==> src/rtl/gfx_pkg.sv <==
// Shared constants, encodings and types for the sprite blitter.
package gfx_pkg;

    localparam int DEF_FB_W      = 160;
    localparam int DEF_FB_H      = 120;
    localparam int DEF_FB_ADDR_W = 19;

    typedef enum logic [1:0] {
        MODE_COPY  = 2'b00,
        MODE_OR    = 2'b01,
        MODE_XOR   = 2'b10,
        MODE_CLEAR = 2'b11
    } blit_mode_t;

    typedef enum logic [2:0] {
        ST_IDLE,
        ST_SYNC,
        ST_ISSUE,
        ST_WRITE,
        ST_DONE
    } blit_state_t;

    // Request fields captured at acceptance; dst_base lives beside it
    // because its width follows the framebuffer address parameter.
    typedef struct packed {
        logic       size;
        blit_mode_t mode;
        logic [7:0] src_base;
        logic [7:0] dst_x;
        logic [6:0] dst_y;
    } blit_req_t;

    // Raster-op combining a sprite pixel with the existing framebuffer pixel.
    function automatic logic blend(input blit_mode_t mode, input logic src, input logic fb);
        case (mode)
            MODE_COPY: return src;
            MODE_OR:   return fb | src;
            MODE_XOR:  return fb ^ src;
            default:   return fb & ~src;
        endcase
    endfunction

endpackage

==> src/rtl/gmem_blitter_if.sv <==
// Memory-side bus of the blitter: sprite ROM read port and framebuffer
// read/write port, both with one-cycle read latency.
interface gmem_bus_if
    import gfx_pkg::*;
#(
    parameter int FB_ADDR_W = DEF_FB_ADDR_W
);
    logic [7:0]           src_addr;
    logic                 src_data;
    logic [FB_ADDR_W-1:0] fb_addr;
    logic                 fb_wdata;
    logic                 fb_rdata;
    logic                 fb_wen;

    modport master (
        output src_addr,
        output fb_addr,
        output fb_wdata,
        output fb_wen,
        input  src_data,
        input  fb_rdata
    );

    modport slave (
        input  src_addr,
        input  fb_addr,
        input  fb_wdata,
        input  fb_wen,
        output src_data,
        output fb_rdata
    );
endinterface

==> src/rtl/gmem_blitter_addr_gen.sv <==
// Combinational address generation and clipping for one sprite pixel.
module blit_addr_gen
    import gfx_pkg::*;
#(
    parameter int FB_W      = DEF_FB_W,
    parameter int FB_H      = DEF_FB_H,
    parameter int FB_ADDR_W = DEF_FB_ADDR_W
) (
    input  logic [3:0]           row,
    input  logic [3:0]           col,
    input  logic                 size,
    input  logic [7:0]           src_base,
    input  logic [7:0]           dst_x,
    input  logic [6:0]           dst_y,
    input  logic [FB_ADDR_W-1:0] dst_base,
    output logic [7:0]           src_addr,
    output logic [FB_ADDR_W-1:0] fb_addr,
    output logic                 clip
);
    logic [8:0] px;
    logic [7:0] py;
    logic [7:0] row_off;

    // Screen coordinates are widened by one bit so the right/bottom edge
    // test never wraps; the ROM address wraps naturally at 8 bits.
    always_comb begin
        px       = {1'b0, dst_x} + {5'b0, col};
        py       = {1'b0, dst_y} + {4'b0, row};
        row_off  = size ? {row, 4'b0} : {1'b0, row, 3'b0};
        src_addr = src_base + row_off + {4'b0, col};
        clip     = (px >= 9'(FB_W)) || (py >= 8'(FB_H));
        fb_addr  = dst_base + FB_ADDR_W'(px) + FB_ADDR_W'(FB_W) * FB_ADDR_W'(py);
    end
endmodule

==> src/rtl/gmem_blitter.sv <==
// 1-bpp sprite blitter: reads an 8x8 or 16x16 sprite from ROM and combines
// it into the framebuffer, two cycles per pixel (address issue, then write).
module gmem_blitter
    import gfx_pkg::*;
#(
    parameter int FB_W      = DEF_FB_W,
    parameter int FB_H      = DEF_FB_H,
    parameter int FB_ADDR_W = DEF_FB_ADDR_W
) (
    input  logic                 clk,
    input  logic                 reset,
    input  logic                 start,
    input  logic                 size,
    input  logic [1:0]           mode,
    input  logic                 vsync_wait,
    input  logic                 frame_end,
    input  logic [7:0]           src_base,
    input  logic [7:0]           dst_x,
    input  logic [6:0]           dst_y,
    input  logic [FB_ADDR_W-1:0] dst_base,
    gmem_bus_if.master           bus,
    output logic                 busy,
    output logic                 done,
    output logic                 collide
);
    blit_state_t          state;
    blit_state_t          state_next;
    blit_req_t            req;
    logic [FB_ADDR_W-1:0] base;
    logic [3:0]           row;
    logic [3:0]           col;
    logic [3:0]           last_idx;
    logic                 last_col;
    logic                 last_pixel;
    logic                 accept;
    logic                 clip;
    logic                 wen;
    logic                 wdata;
    logic [7:0]           src_addr;
    logic [FB_ADDR_W-1:0] fb_addr;

    assign accept     = (state == ST_IDLE) && start;
    assign last_idx   = req.size ? 4'd15 : 4'd7;
    assign last_col   = (col == last_idx);
    assign last_pixel = last_col && (row == last_idx);

    // Addresses depend only on registered row/col and the latched request,
    // so they are stable through ISSUE and WRITE of each pixel.
    blit_addr_gen #(
        .FB_W      (FB_W),
        .FB_H      (FB_H),
        .FB_ADDR_W (FB_ADDR_W)
    ) u_addr_gen (
        .row      (row),
        .col      (col),
        .size     (req.size),
        .src_base (req.src_base),
        .dst_x    (req.dst_x),
        .dst_y    (req.dst_y),
        .dst_base (base),
        .src_addr (src_addr),
        .fb_addr  (fb_addr),
        .clip     (clip)
    );

    assign bus.src_addr = src_addr;
    assign bus.fb_addr  = fb_addr;
    assign bus.fb_wen   = wen;
    assign bus.fb_wdata = wdata;

    // State register.
    always_ff @(posedge clk) begin
        if (reset) begin
            state <= ST_IDLE;
        end else begin
            state <= state_next;
        end
    end

    // Next-state decode plus status and write-strobe outputs.
    always_comb begin
        state_next = state;
        busy       = 1'b1;
        done       = 1'b0;
        wen        = 1'b0;
        wdata      = 1'b0;
        unique case (state)
            ST_IDLE: begin
                busy = 1'b0;
                if (start) begin
                    state_next = vsync_wait ? ST_SYNC : ST_ISSUE;
                end
            end
            ST_SYNC: begin
                if (frame_end) begin
                    state_next = ST_ISSUE;
                end
            end
            ST_ISSUE: begin
                state_next = ST_WRITE;
            end
            ST_WRITE: begin
                wen        = !clip;
                wdata      = blend(req.mode, bus.src_data, bus.fb_rdata);
                state_next = last_pixel ? ST_DONE : ST_ISSUE;
            end
            ST_DONE: begin
                done       = 1'b1;
                state_next = ST_IDLE;
            end
            default: begin
                state_next = ST_IDLE;
            end
        endcase
    end

    // Request latch, raster counters and collision flag.
    always_ff @(posedge clk) begin
        if (reset) begin
            req     <= '0;
            base    <= '0;
            row     <= '0;
            col     <= '0;
            collide <= 1'b0;
        end else begin
            if (accept) begin
                req.size     <= size;
                req.mode     <= blit_mode_t'(mode);
                req.src_base <= src_base;
                req.dst_x    <= dst_x;
                req.dst_y    <= dst_y;
                base         <= dst_base;
                row          <= '0;
                col          <= '0;
                collide      <= 1'b0;
            end
            if (state == ST_WRITE) begin
                if (!clip && bus.src_data && bus.fb_rdata) begin
                    collide <= 1'b1;
                end
                if (last_pixel) begin
                    row <= '0;
                    col <= '0;
                end else if (last_col) begin
                    row <= row + 4'd1;
                    col <= '0;
                end else begin
                    col <= col + 4'd1;
                end
            end
        end
    end
endmodule

==> src/flat_wrapper.sv <==
// flat-port wrapper written by rule: the top's interface ports become plain ports
module gmem_blitter_flat import gfx_pkg::*;
#(
    parameter int FB_W      = DEF_FB_W,
    parameter int FB_H      = DEF_FB_H,
    parameter int FB_ADDR_W = DEF_FB_ADDR_W
)
  (clk, reset, start, size, mode, vsync_wait, frame_end, src_base, dst_x, dst_y, dst_base, busy, done, collide, bus_src_addr, bus_fb_addr, bus_fb_wdata, bus_fb_wen, bus_src_data, bus_fb_rdata);
  gmem_bus_if #(.FB_ADDR_W(FB_ADDR_W)) bus_i ();
  input  logic clk;
  input  logic reset;
  input  logic start;
  input  logic size;
  input  logic [1:0] mode;
  input  logic vsync_wait;
  input  logic frame_end;
  input  logic [7:0] src_base;
  input  logic [7:0] dst_x;
  input  logic [6:0] dst_y;
  input  logic [FB_ADDR_W-1:0] dst_base;
  output logic busy;
  output logic done;
  output logic collide;
  output wire logic [$bits(bus_i.src_addr)-1:0] bus_src_addr;
  output wire logic [$bits(bus_i.fb_addr)-1:0] bus_fb_addr;
  output wire logic [$bits(bus_i.fb_wdata)-1:0] bus_fb_wdata;
  output wire logic [$bits(bus_i.fb_wen)-1:0] bus_fb_wen;
  input wire logic [$bits(bus_i.src_data)-1:0] bus_src_data;
  input wire logic [$bits(bus_i.fb_rdata)-1:0] bus_fb_rdata;
  assign bus_src_addr = bus_i.src_addr;
  assign bus_fb_addr = bus_i.fb_addr;
  assign bus_fb_wdata = bus_i.fb_wdata;
  assign bus_fb_wen = bus_i.fb_wen;
  assign bus_i.src_data = bus_src_data;
  assign bus_i.fb_rdata = bus_fb_rdata;
  gmem_blitter #(.FB_W(FB_W), .FB_H(FB_H), .FB_ADDR_W(FB_ADDR_W)) u_core (.clk(clk), .reset(reset), .start(start), .size(size), .mode(mode), .vsync_wait(vsync_wait), .frame_end(frame_end), .src_base(src_base), .dst_x(dst_x), .dst_y(dst_y), .dst_base(dst_base), .bus(bus_i), .busy(busy), .done(done), .collide(collide));
endmodule
==> config.mk <==
export PLATFORM = sky130hd
export DESIGN_NAME = gmem_blitter_flat
export DESIGN_NICKNAME = d
export VERILOG_FILES = /design/src/rtl/gfx_pkg.sv /design/src/rtl/gmem_blitter_if.sv /design/src/rtl/gmem_blitter_addr_gen.sv /design/src/rtl/gmem_blitter.sv /design/src/flat_wrapper.sv
export SDC_FILE = /design/constraint.sdc
export NUM_CORES = 1
export LEC_CHECK = 0
export ABC_AREA = 1
export ABC_CLOCK_PERIOD_IN_PS = 6150
export CELL_PAD_IN_SITES_DETAIL_PLACEMENT = 0
export CELL_PAD_IN_SITES_GLOBAL_PLACEMENT = 2
export CORE_MARGIN = 2
export CORE_UTILIZATION = 30
export CTS_CLUSTER_SIZE = 14
export DETAILED_ROUTE_END_ITERATION = 8
export GPL_ROUTABILITY_DRIVEN = 1
export PLACE_DENSITY = 0.92
export SYNTH_ARGS = -nofsm -noshare
export SYNTH_HDL_FRONTEND = slang
export SYNTH_SLANG_ARGS = --single-unit
==> constraint.sdc <==
create_clock -name clk -period 6.15 [get_ports clk]
set_input_delay 1.23 -clock clk [delete_from_list [all_inputs] [get_ports clk]]
set_output_delay 1.23 -clock clk [all_outputs]
set_load 0.05 [all_outputs]
; ---- Word level (Yosys, flattened, before mapping)
; Index checks and enable logic that the tools add are counted.
[word_totals]
ff_bits = 57
latch_bits = 0
mem_bits_rw = 0
rom_bits = 0
in_bits = 52
n_memories = 0
[op_classes]
add_sub_neg = 8
mul = 1
n_div = 0
order_cmp = 2
eq_ne = 10
shift = 0
muxes = 23
bitwise_logic = 4
reduce_logical = 10
[op_table]
columns = operator, n
row1 = two-way mux 4 bit, 9
row2 = adder 19 x 16 -> 19 bit, 1
row3 = adder 19 x 9 -> 19 bit, 1
row4 = one-hot mux 3 bit (4 select lines), 1
row5 = "multiplier 3 x 8 -> 11 bit, first input constant", 1
row6 = adder 8 x 4 -> 9 bit, 1
row7 = ">= comparator 9 x 8 -> 1 bit, second input constant", 1
row8 = two-way mux 3 bit, 3
row9 = "adder 4 x 1 -> 4 bit, second input constant", 2
row10 = adder 7 x 4 -> 8 bit, 1
row11 = adder 8 x 4 -> 8 bit, 1
row12 = adder 8 bit, 1
row13 = equality test 4 bit, 2
row14 = ">= comparator 8 x 7 -> 1 bit, second input constant", 1
row15 = two-way mux 8 bit, 1
row16 = two-way mux 1 bit, 7
row17 = "equality test 3 x 2 -> 1 bit, second input constant", 2
row18 = logical AND 1 bit, 4
row19 = "!= test 2 bit, second input constant", 2
row20 = "equality test 3 x 1 -> 1 bit, second input constant", 1
row21 = "equality test 3 bit, second input constant", 1
row22 = logical NOT 3 bit, 1
row23 = one-hot mux 1 bit (3 select lines), 1
row24 = "equality test 2 x 1 -> 1 bit, second input constant", 1
row25 = 11 further kinds, 11

; ---- Longest topological paths before layout
; Gate-level depths: netlist of the first run.
[depth]
ltp_word = 8
ltp_mapped = 25
mapped_depth_nobuf = 25

; ---- By module
; Synthesis of the first run repeated with hierarchy kept, for this count alone.
[unflattened]
cells_unflattened = 708
area_unflattened_um2 = 4788.3
[by_module_without_submodules]
columns = module, n_inst, cells_each, area_each_um2, seq_area_each_um2
row1 = blit_addr_gen, 1, 400, 2443.6, 0.0
row2 = gmem_blitter, 1, 308, 2344.7, 1141.1

; ---- Least setup slack after synthesis of the first run
; No wires, ideal clock.
[synth_path]
path_kind = flip-flop to output port
from = register u_core.row[2]
to = output bus_fb_addr[18]
t_arrival_ps = 4528
t_required_ps = 4920
path_slack_ps = 392
path_stages_with_launch = 23
n_path_buf = 0
cell_sequence = dfxtp_1 -> ha_1 -> nand2_1 -> nand2_1 -> inv_1 -> nand2_1 -> xnor2_1 -> inv_1 -> ha_1 -> ha_1 -> inv_1 -> fa_1 -> o21ai_1 -> a21o_1 -> a21oi_1 -> xor2_1 -> ha_1 -> ha_1 -> nand2_1 -> nor4_2 -> nand3_1 -> nand3_1 -> xor2_1
[synth_via]
elab_chain_cells = 3
[synth_lines]
columns = element, line_no
row1 = start: declaration, gmem_blitter.sv:30  ; logic [3:0] row;
row2 = start signal: assignment, gmem_blitter.sv:145  ; row <= row + 4'd1;
row3 = adder 7 x 4 -> 8 bit, gmem_blitter_addr_gen.sv:28  ; py = {1'b0, dst_y} + {4'b0, row};
row4 = multiplier 3 x 8 -> 11 bit, gmem_blitter_addr_gen.sv:32  ; fb_addr = dst_base + FB_ADDR_W'(px) + FB_ADDR_W'(FB_W) * FB_ADDR_W'(py);
row5 = adder 19 x 16 -> 19 bit, gmem_blitter_addr_gen.sv:32
row6 = end: declaration, flat_wrapper.sv:25  ; output wire logic [$bits(bus_i.fb_addr)-1:0] bus_fb_addr;
; No other way between the ends.

; ---- Final worst setup path of the first run
[layout_path]
from = register u_core.row[0]
to = output bus_fb_addr[15]
; Same word-level chain as after synthesis.

==> summary.txt, run 1 <==
Final total negative setup slack = 0 ns
Sequential area share after synthesis = 0.251
Core ar. = 0.0146 sq mm
HP Class = flip-flop to flip-flop
Metal2 WL = 5.39 mm
Total routing usage reported by global routing = 0.148
Ratio of final minimum period to clock period = 0.955
Clock buffers created by TritonCTS = 9
Mean instance size in the synthesized netlist = 7.34 sq um
Vias in the first global route = 4090
Initial drt markers = 178
Met3 wirelength from detailed routing = 409 um
Critical path endpoint category = primary output
Area Overhead vs Synth = 31.6%
Full die area = 0.0161 sq mm
Total of flip-flops plus latches after synthesis = 57
H-tree level count = 3
Routability congestion estimate from global placement = 0.880
Post-synthesis cell type with the largest combined area = sky130_fd_sc_hd__dfxtp_1
Peak ir drop on the vdd network = 0.143 mV
Die width = 127 um
Detailed Routing Iterations Pass 1 = 4
Clock tree from TritonCTS = built
Achievable clock frequency = 170 MHz
Number of buffers added for setup after CTS = 0
Clock insertion delay at the later pin of the skew report = 0.33 ns
Length of routed wiring on met1 = 5.82 mm
Clock period minus worst slack = 5.88 ns
Setup-violating endpoint count in the final report = 0
Pre-CTS setup slack = 0.334 ns
Largest net degree at the start of global routing = 50
Post-route clock skew = 0.00811 ns
Worst slew pin tran = 0.839 ns
Number of max-cap violations = 0
Net Count, Synth = 746
Global-route wire length before repair = 19.3 mm
Run status = completed
Clk sinks = 57
Number of fill cells = 1520
Data required time of the critical path = 4.92 ns
Diodes inserted = 0
Worst path setup slack after routing = 0.275 ns
Maximum clock insertion buffer count = 2
Rows = 44
Arrival @ worst endpoint = 4.65 ns
Number of hold-slack violations in the final timing report = 0
Post-route antenna net violation count = 0
Post-CTS Hold Buffers = 0
Synthesis warning total = 0
Largest cells by area after synthesis = sky130_fd_sc_hd__dfxtp_1, sky130_fd_sc_hd__ha_1, sky130_fd_sc_hd__nand2_1, sky130_fd_sc_hd__a21oi_1, sky130_fd_sc_hd__inv_1
Worst-path fanout max = 5
Initial antenna violation count = 0
Clk root buf = sky130_fd_sc_hd__clkbuf_16
Vias per cell = 4.72
Slack of the worst reg-to-reg path = 3.69 ns
Critical path class = flip-flop to primary output
Placed standard-cell area = 0.00557 sq mm
Die Ht = 127 um
Sum of net half-perimeters after detailed placement = 9.29 mm
Count of port buffers added during placement = 83
Ratio of cells with drive above 1 in the final layout = 0.0768
Post-layout instance area = 0.00597 sq mm
Post-layout util = 0.408
Number of distinct library cells after synthesis = 37
Tightest slew margin relative to the limit = 0.440
Post-detailed-routing wire length = 11.7 mm
Total gr overflow = 0
I/O pin count = 84
Leakage power total = 2.86 nW
Startpoint kind of the worst setup timing path = flip-flop
Max-slew violation count = 0
Total number of nets in the final design = 825
Mapped Area = 0.00454 sq mm
Gate count after technology mapping = 619
Highest metal layer with signal wires = met4
Clock transition at the registers of the reported paths = 0.05 ns
Area share of the largest cell type after synthesis = 0.251
Average routed wire per standard cell = 13.2 um
Initial core utilization = 0.310
Ratio of total power to cell area = 336 mW/mm^2
Via total after detailed routing = 4183
DRC violation count after routing = 0
-- state kept, by name (all words and copies together) (netlist names) --
signal	count
u_core.req	26
u_core.base	19
u_core.col	4
u_core.row	4
u_core.state	3
u_core.collide	1
-- worst paths after layout --
kind | start | cells after the start | to
worst max-delay path | u_core.row[0] | 20 | bus_fb_addr[15]
worst min-delay path | u_core.base[1] | 2 | u_core.base[1]
worst max register to register | u_core.state[1] | 7 | u_core.col[3]
worst min register to register | u_core.base[1] | 2 | u_core.base[1]
-- placed cells by master, fill, tap and decap left out, types with 11 or more instances in the layout --
cell type,synthesis,layout
sky130_fd_sc_hd__a21oi_1,74,74
sky130_fd_sc_hd__clkdlybuf4s50_1,0,74
sky130_fd_sc_hd__dfxtp_1,57,56
sky130_fd_sc_hd__ha_1,65,62
sky130_fd_sc_hd__inv_1,90,90
sky130_fd_sc_hd__nand2_1,100,100
sky130_fd_sc_hd__nand3_1,33,32
sky130_fd_sc_hd__nor2_1,26,26
sky130_fd_sc_hd__o21ai_0,57,57
sky130_fd_sc_hd__xnor2_1,12,11
sky130_fd_sc_hd__xor2_1,23,22
-- what timing repair did --
action,CTS,global route
setup endpoints to repair,1,6
gates resized for setup,1,12
pin swaps,0,3
-- power breakdown --
| part | total (W) | internal, W | switching, W |
|---|---|---|---|
| clock | 0.000557 | 0.000377 | 0.000179 |
| sequential | 0.000461 | 0.000420 | 0.0000404 |
| combinational | 0.000988 | 0.000346 | 0.000642 |
| total | 0.00201 | 0.00114 | 0.000861 |
-- cell type report --
| class | instances | area [sq um] | share of cell area |
|---|---|---|---|
| sequential | 57 | 1140 | 0.191 |
| timing repair buffer | 85 | 871 | 0.146 |
| clock buffer | 12 | 256 | 0.0429 |
| inverter | 98 | 368 | 0.0616 |
| tap | 184 | 230 | 0.0385 |
| clock inverter | 4 | 73.8 | 0.0124 |
| multi-input combinational | 447 | 3030 | 0.508 |
-- routing by layer --
layer | global-route usage | up-vias
met5 | 0 | -
met2 | 0.243 | 68
met4 | 0.0388 | 0
met3 | 0.0322 | 10
met1 | 0.198 | 1887
li1 | - | 2218
-- logic make-up after synthesis --
logic type | share of synthesized area
flip-flops | 0.251
buffers and inverters | 0.0975
XOR/XNOR | 0.0675
adder cells (fa/ha/maj) | 0.223
AO/OA/AOI/OAI | 0.195
AND/OR/NAND/NOR | 0.166
-- metrics by stage --
step	hold slack [ns]	power (W)	cells
detailed placement	0.443	0.00145	871
global route	0.472	0.00213	887
global placement	0.439	0.00145	871
CTS	0.451	0.00202	887
floorplan	0.427	0.00115	619
finish	0.449	0.00201	887
-- synthesized netlist by cell type --
library cell,n
sky130_fd_sc_hd__clkbuf_1,8
sky130_fd_sc_hd__nor2_1,26
sky130_fd_sc_hd__o21ai_1,7
sky130_fd_sc_hd__ha_1,65
sky130_fd_sc_hd__o22ai_1,1
sky130_fd_sc_hd__o32ai_1,1
sky130_fd_sc_hd__o211ai_2,1
sky130_fd_sc_hd__and3_1,2
sky130_fd_sc_hd__nand4_1,7
sky130_fd_sc_hd__nor3_1,3
sky130_fd_sc_hd__xnor2_1,12
sky130_fd_sc_hd__fa_1,10
sky130_fd_sc_hd__a21o_1,4
sky130_fd_sc_hd__a22oi_1,1
sky130_fd_sc_hd__nand2_2,2
sky130_fd_sc_hd__nand3b_2,1
sky130_fd_sc_hd__nand3_1,33
sky130_fd_sc_hd__o21ai_0,57
sky130_fd_sc_hd__nand2_1,100
sky130_fd_sc_hd__xor2_1,23
sky130_fd_sc_hd__clkinv_1,2
sky130_fd_sc_hd__o211ai_1,1
sky130_fd_sc_hd__o21a_1,1
sky130_fd_sc_hd__o21ai_2,2
sky130_fd_sc_hd__nor2_2,1
sky130_fd_sc_hd__a21oi_2,4
sky130_fd_sc_hd__buf_2,9
sky130_fd_sc_hd__dfxtp_1,57
sky130_fd_sc_hd__a211oi_1,3
sky130_fd_sc_hd__inv_1,90
sky130_fd_sc_hd__inv_2,6
sky130_fd_sc_hd__o21bai_1,1
sky130_fd_sc_hd__a221oi_1,1
sky130_fd_sc_hd__nor4_2,1
sky130_fd_sc_hd__a31oi_1,1
sky130_fd_sc_hd__a21oi_4,1
sky130_fd_sc_hd__a21oi_1,74
-- worst max-delay path: stages, from the launching register on --
cell                       delay [ns]
sky130_fd_sc_hd__dfxtp_1         0.33
sky130_fd_sc_hd__ha_1            0.24
sky130_fd_sc_hd__fa_2            0.38
sky130_fd_sc_hd__nand3_1         0.12
sky130_fd_sc_hd__nand3_1         0.09
sky130_fd_sc_hd__nand2_1         0.08
sky130_fd_sc_hd__inv_1           0.06
sky130_fd_sc_hd__ha_1            0.30
sky130_fd_sc_hd__inv_1           0.07
sky130_fd_sc_hd__fa_1            0.47
sky130_fd_sc_hd__o21ai_2         0.19
sky130_fd_sc_hd__a21o_1          0.13
sky130_fd_sc_hd__a21oi_1         0.06
sky130_fd_sc_hd__xor2_1          0.15
sky130_fd_sc_hd__ha_1            0.32
sky130_fd_sc_hd__ha_4            0.27
sky130_fd_sc_hd__a21o_1          0.22
sky130_fd_sc_hd__a211oi_1        0.22
sky130_fd_sc_hd__o21ai_1         0.14
sky130_fd_sc_hd__xor2_1          0.28
sky130_fd_sc_hd__buf_12          0.18
No activity file was read; power rests on OpenSTA's default activity.
==> run 2: changes to the inputs <==
--- a/config.mk
+++ b/config.mk
@@ -11,7 +11,7 @@
 export CELL_PAD_IN_SITES_GLOBAL_PLACEMENT = 2
 export CORE_MARGIN = 2
 export CORE_UTILIZATION = 30
-export CTS_CLUSTER_SIZE = 14
+export CTS_CLUSTER_SIZE = 25
 export DETAILED_ROUTE_END_ITERATION = 8
 export GPL_ROUTABILITY_DRIVEN = 1
 export PLACE_DENSITY = 0.92
==> results of run 2 <==
No change in the layout: final DEF, timing and power equal those of run 1.
==> run 3: changes to the inputs <==
--- a/config.mk
+++ b/config.mk
@@ -11,9 +11,11 @@
 export CELL_PAD_IN_SITES_GLOBAL_PLACEMENT = 2
 export CORE_MARGIN = 2
 export CORE_UTILIZATION = 30
+export CTS_CLUSTER_DIAMETER = 50
 export CTS_CLUSTER_SIZE = 25
 export DETAILED_ROUTE_END_ITERATION = 8
 export GPL_ROUTABILITY_DRIVEN = 1
+export HOLD_SLACK_MARGIN = 0.12
 export PLACE_DENSITY = 0.92
 export SYNTH_ARGS = -nofsm -noshare
 export SYNTH_HDL_FRONTEND = slang
==> results of run 3 <==
No change in the layout: final DEF, timing and power equal those of run 1.
